File: config.mk
export PLATFORM = sky130hd
export DESIGN_NAME = cache_miss_controller
export DESIGN_NICKNAME = d
export VERILOG_FILES = /design/src/rtl/cache_ctrl_pkg.sv /design/src/rtl/sat_counter.sv /design/src/rtl/cache_miss_controller.sv
export SDC_FILE = /design/constraint.sdc
export NUM_CORES = 1
export LEC_CHECK = 0
export ABC_AREA = 0
export CAP_MARGIN = 0
export CORE_MARGIN = 1.5
export CORE_UTILIZATION = 35
export CTS_CLUSTER_SIZE = 16
export DETAILED_ROUTE_END_ITERATION = 10
export HOLD_SLACK_MARGIN = 0.1
export SYNTH_ARGS = -nofsm -noshare
export SYNTH_HDL_FRONTEND = slang
export SYNTH_HIERARCHICAL = 1
export SYNTH_SLANG_ARGS = --single-unit
File: constraint.sdc
create_clock -name clk -period 4.65 [get_ports clk]
set_input_delay 0.93 -clock clk [delete_from_list [all_inputs] [get_ports clk]]
set_output_delay 0.93 -clock clk [all_outputs]
set_load 0.1 [all_outputs]
File: src/rtl/cache_ctrl_pkg.sv
// Shared types and constants for the cache miss controller.
package cache_ctrl_pkg;

    typedef enum logic [2:0] {
        IDLE,
        LOOKUP,
        MEM_RD,
        MEM_WAIT,
        FILL,
        MEM_WR,
        RESP
    } ctrl_state_t;

    localparam logic [31:0] COUNTER_MAX = 32'hFFFF_FFFF;

endpackage

File: src/rtl/sat_counter.sv
// 32-bit event counter that sticks at its maximum instead of wrapping.
module sat_counter
    import cache_ctrl_pkg::*;
(
    input  logic        clk,
    input  logic        rst,
    input  logic        inc,
    output logic [31:0] count
);

    logic [31:0] count_q;

    // Count one event per cycle while inc is high, holding at the top value.
    always_ff @(posedge clk or negedge rst) begin
        if (!rst) begin
            count_q <= '0;
        end else if (inc && (count_q != COUNTER_MAX)) begin
            count_q <= count_q + 32'd1;
        end
    end

    assign count = count_q;

endmodule

File: src/rtl/cache_miss_controller.sv
// Sequences one core load/store at a time through the cache, refilling from
// a single-word memory port on read misses and writing stores through.
//
// state    | meaning
// ---------+------------------------------------------------------------
// IDLE     | ready for a request
// LOOKUP   | cache probed with the latched address; stores write the cache
// MEM_RD   | read request presented to memory until accepted
// MEM_WAIT | waiting for the memory read response
// FILL     | refill data written into the cache
// MEM_WR   | posted write-through request presented until accepted
// RESP     | one-cycle completion pulse to the core
module cache_miss_controller
    import cache_ctrl_pkg::*;
#(
    parameter int ADDR_SIZE = 32,
    parameter int DATA_SIZE = 32
) (
    input  logic                 clk,
    input  logic                 rst,
    input  logic                 req_valid,
    output logic                 req_ready,
    input  logic                 req_we,
    input  logic [ADDR_SIZE-1:0] req_addr,
    input  logic [DATA_SIZE-1:0] req_wdata,
    output logic                 resp_valid,
    output logic [DATA_SIZE-1:0] resp_rdata,
    output logic [ADDR_SIZE-1:0] cache_addr,
    output logic                 cache_write_enable,
    output logic [DATA_SIZE-1:0] cache_write_data,
    input  logic [DATA_SIZE-1:0] cache_read_data,
    input  logic                 cache_hit,
    output logic                 mem_req_valid,
    input  logic                 mem_req_ready,
    output logic                 mem_req_we,
    output logic [ADDR_SIZE-1:0] mem_req_addr,
    output logic [DATA_SIZE-1:0] mem_req_wdata,
    input  logic                 mem_resp_valid,
    input  logic [DATA_SIZE-1:0] mem_resp_rdata,
    output logic [31:0]          hit_count,
    output logic [31:0]          miss_count
);

    ctrl_state_t          state;
    logic [ADDR_SIZE-1:0] addr_q;
    logic                 we_q;
    logic [DATA_SIZE-1:0] wdata_q;
    logic [DATA_SIZE-1:0] rdata_q;
    logic                 hit_inc;
    logic                 miss_inc;

    // Stores that hit count as hits; only load misses count as misses.
    assign hit_inc  = (state == LOOKUP) && cache_hit;
    assign miss_inc = (state == LOOKUP) && !we_q && !cache_hit;

    // The latched request feeds both ports directly, so they are stable for
    // the whole transaction without extra registers.
    assign req_ready     = (state == IDLE);
    assign cache_addr    = addr_q;
    assign mem_req_addr  = addr_q;
    assign mem_req_we    = we_q;
    assign mem_req_wdata = wdata_q;

    // Controller FSM; strobes are set on the edge entering the state that owns them.
    always_ff @(posedge clk or negedge rst) begin
        if (!rst) begin
            state              <= IDLE;
            addr_q             <= '0;
            we_q               <= 1'b0;
            wdata_q            <= '0;
            rdata_q            <= '0;
            resp_valid         <= 1'b0;
            resp_rdata         <= '0;
            cache_write_enable <= 1'b0;
            cache_write_data   <= '0;
            mem_req_valid      <= 1'b0;
        end else begin
            case (state)
                IDLE: begin
                    if (req_valid) begin
                        addr_q             <= req_addr;
                        we_q               <= req_we;
                        wdata_q            <= req_wdata;
                        cache_write_enable <= req_we;
                        cache_write_data   <= req_wdata;
                        state              <= LOOKUP;
                    end
                end
                LOOKUP: begin
                    cache_write_enable <= 1'b0;
                    if (we_q) begin
                        mem_req_valid <= 1'b1;
                        state         <= MEM_WR;
                    end else if (cache_hit) begin
                        rdata_q    <= cache_read_data;
                        resp_valid <= 1'b1;
                        resp_rdata <= cache_read_data;
                        state      <= RESP;
                    end else begin
                        mem_req_valid <= 1'b1;
                        state         <= MEM_RD;
                    end
                end
                MEM_RD: begin
                    if (mem_req_ready) begin
                        mem_req_valid <= 1'b0;
                        state         <= MEM_WAIT;
                    end
                end
                MEM_WAIT: begin
                    if (mem_resp_valid) begin
                        rdata_q            <= mem_resp_rdata;
                        cache_write_enable <= 1'b1;
                        cache_write_data   <= mem_resp_rdata;
                        state              <= FILL;
                    end
                end
                FILL: begin
                    cache_write_enable <= 1'b0;
                    resp_valid         <= 1'b1;
                    resp_rdata         <= rdata_q;
                    state              <= RESP;
                end
                MEM_WR: begin
                    if (mem_req_ready) begin
                        mem_req_valid <= 1'b0;
                        resp_valid    <= 1'b1;
                        resp_rdata    <= '0;
                        state         <= RESP;
                    end
                end
                RESP: begin
                    resp_valid <= 1'b0;
                    state      <= IDLE;
                end
                default: begin
                    cache_write_enable <= 1'b0;
                    mem_req_valid      <= 1'b0;
                    resp_valid         <= 1'b0;
                    state              <= IDLE;
                end
            endcase
        end
    end

    sat_counter u_hit_count (
        .clk   (clk),
        .rst   (rst),
        .inc   (hit_inc),
        .count (hit_count)
    );

    sat_counter u_miss_count (
        .clk   (clk),
        .rst   (rst),
        .inc   (miss_inc),
        .count (miss_count)
    );

endmodule

Yosys cells after proc, flatten, opt, wreduce, memory -nomap -nowiden
Cells that the tools add are included.
- register bits after elaboration: 231
- bits in latches: 0
- bits in writable memories: 0
- ROM bits: 0
- bits of input ports: 135
- output and inout bits: 229
- logic and storage cells: 82
- memories: 0
- $add $sub $neg: 2
- multipliers: 0
- div/mod/pow operators: 0
- $lt $le $gt $ge: 0
- equality and inequality tests: 16
- shifts and indexed selects: 0
- multiplexer cells: 26
- bitwise operators: 3
- reduce and logical (&&, ||, !) cells: 23
- operators by type and width (kind ; number):
    32-bit 2-to-1 mux ; 5
    32-bit case mux with 2 select lines ; 2
    32-bit case mux with 3 select lines ; 1
    32-bit by 1-bit adder with 32-bit output (second input constant) ; 2
    32-bit != test (second input constant) ; 2
    3-bit 2-to-1 mux ; 6
    3-bit case mux with 6 select lines ; 1
    4-bit AND reduction ; 4
    2-bit != test (second input constant) ; 6
    3-bit equality test (second input constant) ; 3
    3-bit AND reduction ; 3
    1-bit 2-to-1 mux ; 8
    3-bit by 2-bit equality test with 1-bit output (second input constant) ; 2
    1-bit case mux with 3 select lines ; 2
    3-bit OR reduction ; 2
    1-bit logical AND ; 5
    1-bit case mux with 4 select lines ; 1
    2-bit nonzero test ; 2
    4-bit OR reduction ; 1
    3-bit by 1-bit equality test with 1-bit output (second input constant) ; 1
    3-bit zero test ; 1
    3-bit != test (second input constant) ; 1
    1-bit inverter ; 3
    3-bit nonzero test ; 1
    other kinds (4) ; 5

Logic depth before layout (Yosys ltp)
- depth after elaboration: 4
- depth in mapped cells: 10
- mapped depth without buffers: 7

Hierarchy
Netlist, hierarchy kept.
- by module, submodules not included (module ; instances ; cells each ; area each (µm²) ; sequential area each (µm²)):
    cache_miss_controller ; 1 ; 680 ; 7322.0 ; 4179.0
    sat_counter ; 2 ; 151 ; 1624.1 ; 800.8

Worst setup path after synthesis
OpenSTA, ideal clock, no wires.
- kind: reg-to-reg
- from: register state[1]
- to: register addr_q[0] (netlist: cache_addr[0])
- library setup time: 126 ps
- arrival time: 3629 ps
- required time: 4524 ps
- setup slack: 895 ps
- cell stages (with the launch flop): 7
- path buffers: 3
- clock period less this slack: 3755 ps
- cell sequence: dfrtp_1 buf_2 nor3_1 and2_1 buf_4 buf_6 mux2_2
- cells in the longest elaborated chain, start to end: 2
- ends and longest elaborated chain (element ; line ; text):
    start: declaration ; cache_miss_controller.sv:44 ; ctrl_state_t state;
    start signal: assignment ; cache_miss_controller.sv:67 ; state <= IDLE;
    start signal: assignment ; cache_miss_controller.sv:86 ; state <= LOOKUP;
    start signal: assignment ; cache_miss_controller.sv:93 ; state <= MEM_WR;
    3-bit zero test ; -- ;
    named net req_ready ; cache_miss_controller.sv:22 ; output logic req_ready,
    2-bit AND reduction (no line) ; -- ;
    end signal: assignment ; cache_miss_controller.sv:81 ; addr_q <= req_addr;
    end: declaration ; cache_miss_controller.sv:45 ; logic [ADDR_SIZE-1:0] addr_q;
The timed path passes the listed nets, and every way through them passes these cells.
A chain may end at the register's enable or synchronous reset.

Worst setup path in the final report
- from: register state[0]
- to: output port req_ready
- cells in the longest elaborated chain, start to end: 1
- ends and longest elaborated chain (element ; line ; text):
    3-bit zero test ; cache_miss_controller.sv:58 ; assign req_ready = (state == IDLE);
    end: declaration ; cache_miss_controller.sv:22 ;
Every way passes these cells.

==> impl_results.md <==
* Outcome: completed
* Clock Latency Late Sink at 0.52 ns
* Largest net degree at the start of global routing at 114
* Syn Area/Cell at 10.76 um^2
* Inserted Clock Buffers at 27
* Fin. max-slew vios at 0
* Met1 usage at 0.2566
* Die width at 176.8 um
* CP Data Required Time at 3.72 ns
* Placer Congestion at 0.8228
* Met3 track utilization from global routing at 0.03630
* Setup Viol. Count Final at 0
* Port Buffers at 363
* Wirelength per Cell at 18.27 um
* Area leader, netlist: dfrtp_1
* Clk_skew at 0.01238 ns
* Crit start category: register
* Slew at the pin closest to its max-slew limit at 1.083 ns
* Async S/R FF share, synth at 1.000
* Layout fillers at 2721
* Vias in the first global route at 8529
* Syn Nets at 1119
* Gr usage total at 0.1965
* Worst-case reg-to-reg path depth at 7
* Clock Tree Root: clkbuf_16
* Post-synth EDFFs at 0
* Reg2reg end: u_miss_count/count[29]
* CTS clk-pin slew, worst paths at 0.06 ns
* Cells after synthesis at 982
* First-pass GRT wire length at 48.73 mm
* Area growth syn-to-layout at 43.69%
* Dpl hpwl at 21.94 mm
* DRC viols at 0
* Ys flop type: dfrtp_1
* Critical-path cell list: nor3_1 > clkdlybuf4s50_1
* Fin crit share at 0.7829
* NumNets Final at 1441
* Slowest cell delay on critical path at 1.25 ns
* GRT met2 Usage at 0.3381
* FF+latch count, synth at 231
* ANT nets after route at 0
* Initial antenna violation count at 0
* Post-CTS Setup Bufs at 0
* Top-area cell type share of the netlist area at 0.5469
* Total gr overflow at 0
* Achievable Freq at 274.7 MHz
* Clk buf depth at 3
* Final Hold Violating Endpoints at 0
* FF-to-FF Start: state[0]
* Starting DRT DRC Count at 471
* Via/cell ratio at 5.007
* # diodes at 0
* Worst setup EP type: output pin
* Post-synthesis sequential area ratio at 0.5469
* MaxCap Viol Count at 0
* Slew margin rel. at 0.2757
* CP max-delay cell: clkdlybuf4s50_1
* Core box area at 29720 um^2
* Vias at 8582
* CTS Hold Bufs at 0
* Min-Delay Path Class: in2async
* Crit path time final at 3.640 ns
* Ys Warns at 6
* RSZ-0062 raised after global routing: no
* CP max FO at 20
* CTS tree: yes
* Final wirelength at 31.32 mm
* Die H at 176.8 um
* Num rows at 63
* Worst Setup Path Type: reg2out
* R2R Setup Slk at 1.78 ns
* Count of different cell masters after synthesis at 45
* Synth Cell Area at 10570 um^2
* CTS resizes at 0
* Die ar. at 31250 um^2
* Top post-synthesis cells by area: dfrtp_1, mux2_2, a21oi_1
* # clock sinks at 231
* Share of layout cells above drive strength 1 at 0.1095
* DRT Pass-1 Iters at 5
* H-tree depth at 1
* CP arrival at 2.71 ns
* Final TNS setup at 0 ns
* Io pins at 364
* GR peak layer: met2
* Starting Density at 0.3557
cells in the final DEF (no fill, tap or decap), types with 3 or more instances in the layout:
cell             instances
inv_1                    5
clkbuf_1                10
xnor2_1                 48
o31ai_1                  3
nor2b_1                  3
nand2_1                 72
bufinv_16                3
nor2_1                  84
and2_1                  32
clkbuf_16               27
or4_4                    4
clkinv_2                 5
clkdlybuf4s50_1        362
mux2_2                  67
clkbuf_8                 4
nand4_1                 30
nand3_1                 33
nor4_1                   6
nand3_2                  3
and4_1                   8
a21oi_1                141
nor3_2                   5
and3_1                   4
o211ai_1                 4
buf_4                   10
xor2_1                  10
dfrtp_1                231
nor3_1                   9
a22oi_1                 32
o21ai_0                 35
routing by layer:
metal | vias up | wire length [um]
met5 | - | 0
met4 | 0 | 505
met3 | 40 | 2062
met2 | 278 | 15410
met1 | 4181 | 13340
li1 | 4083 | -
cell families (layout without fill, tap and decap cells):
kind of cell,Yosys count,in the layout,share of synthesized area
AO/OA/AOI/OAI,224,224,0.1219
AND/OR/NAND/NOR,310,310,0.1542
flip-flops,231,231,0.5469
multiplexers,70,70,0.07446
adder cells (fa/ha/maj),2,2,0.002367
XOR/XNOR,58,58,0.04806
buffers and inverters,87,429,0.05208
final cells by class:
class,instances,area (um^2),share of cell area
inverters,5,18.77,0.001236
clock inverters,8,115.1,0.007579
well taps,390,488.0,0.03213
multi-input cells,664,4264,0.2807
repair buffers,375,3754,0.2471
clock buffers,41,768.2,0.05058
flip-flops and latches,231,5781,0.3806
per-stage QoR:
| stage | utilization | hold WS [ns] | cell area [um^2] | cells | worst slack [ns] |
|---|---|---|---|---|---|
| 3_3_place_gp | 0.4814 | 0.4618 | 14310 | 1665 | 1.289 |
| 3_5_place_dp | 0.4814 | 0.4693 | 14310 | 1665 | 1.183 |
| 2_1_floorplan | - | 0.4949 | 10570 | 982 | 0.8951 |
| 4_1_cts | 0.5111 | 0.4831 | 15190 | 1714 | 0.9775 |
| 6_report | 0.5111 | 0.4762 | 15190 | 1714 | 1.010 |
| 5_1_grt | 0.5111 | 0.5042 | 15190 | 1714 | 0.8612 |
worst max-delay path, delay by kind of cell (launching register included):
family / cells / cell delay (ns)
DFF: 1 / 0.61
buffers and inverters: 1 / 1.25
and+or+nand+nor: 1 / 0.33
flip-flops by register name (all words and copies together), names as in the netlist:
register,flops
u_miss_count/count,32
cache_write_enable,1
resp_valid,1
state,3
u_hit_count/count,32
mem_req_we,1
resp_rdata,32
rdata_q,32
mem_req_wdata,32
mem_req_valid,1
cache_write_data,32
cache_addr,32
cells in the mapped netlist (3+ instances only):
master	n
mux2_2	67
nor2_1	84
nand2_1	72
dfrtp_1	231
nand3_2	3
inv_1	5
nor3_2	4
clkbuf_1	20
a22oi_1	32
buf_4	36
nor3_1	10
a21oi_1	141
and3_1	4
buf_6	9
xnor2_1	48
nand4_1	30
and2_1	33
or4_4	4
buf_2	17
o211ai_1	4
xor2_1	10
nor4_1	6
nand3_1	33
and4_1	8
o21ai_0	35
o31ai_1	3
nor2b_1	3
worst max path at each step:
stage	end	from	depth (start not counted)
6_report	req_ready	state[0]	2
3_3_place_gp	u_miss_count/count[29]	cache_hit	8
3_5_place_dp	u_miss_count/count[29]	cache_hit	8
2_1_floorplan	cache_addr[0]	state[1]	6
5_1_grt	req_ready	state[0]	2
4_1_cts	req_ready	state[0]	2
Power is not shown: default switching activity piles up to over one toggle a cycle in this logic, so the estimate is an artifact.
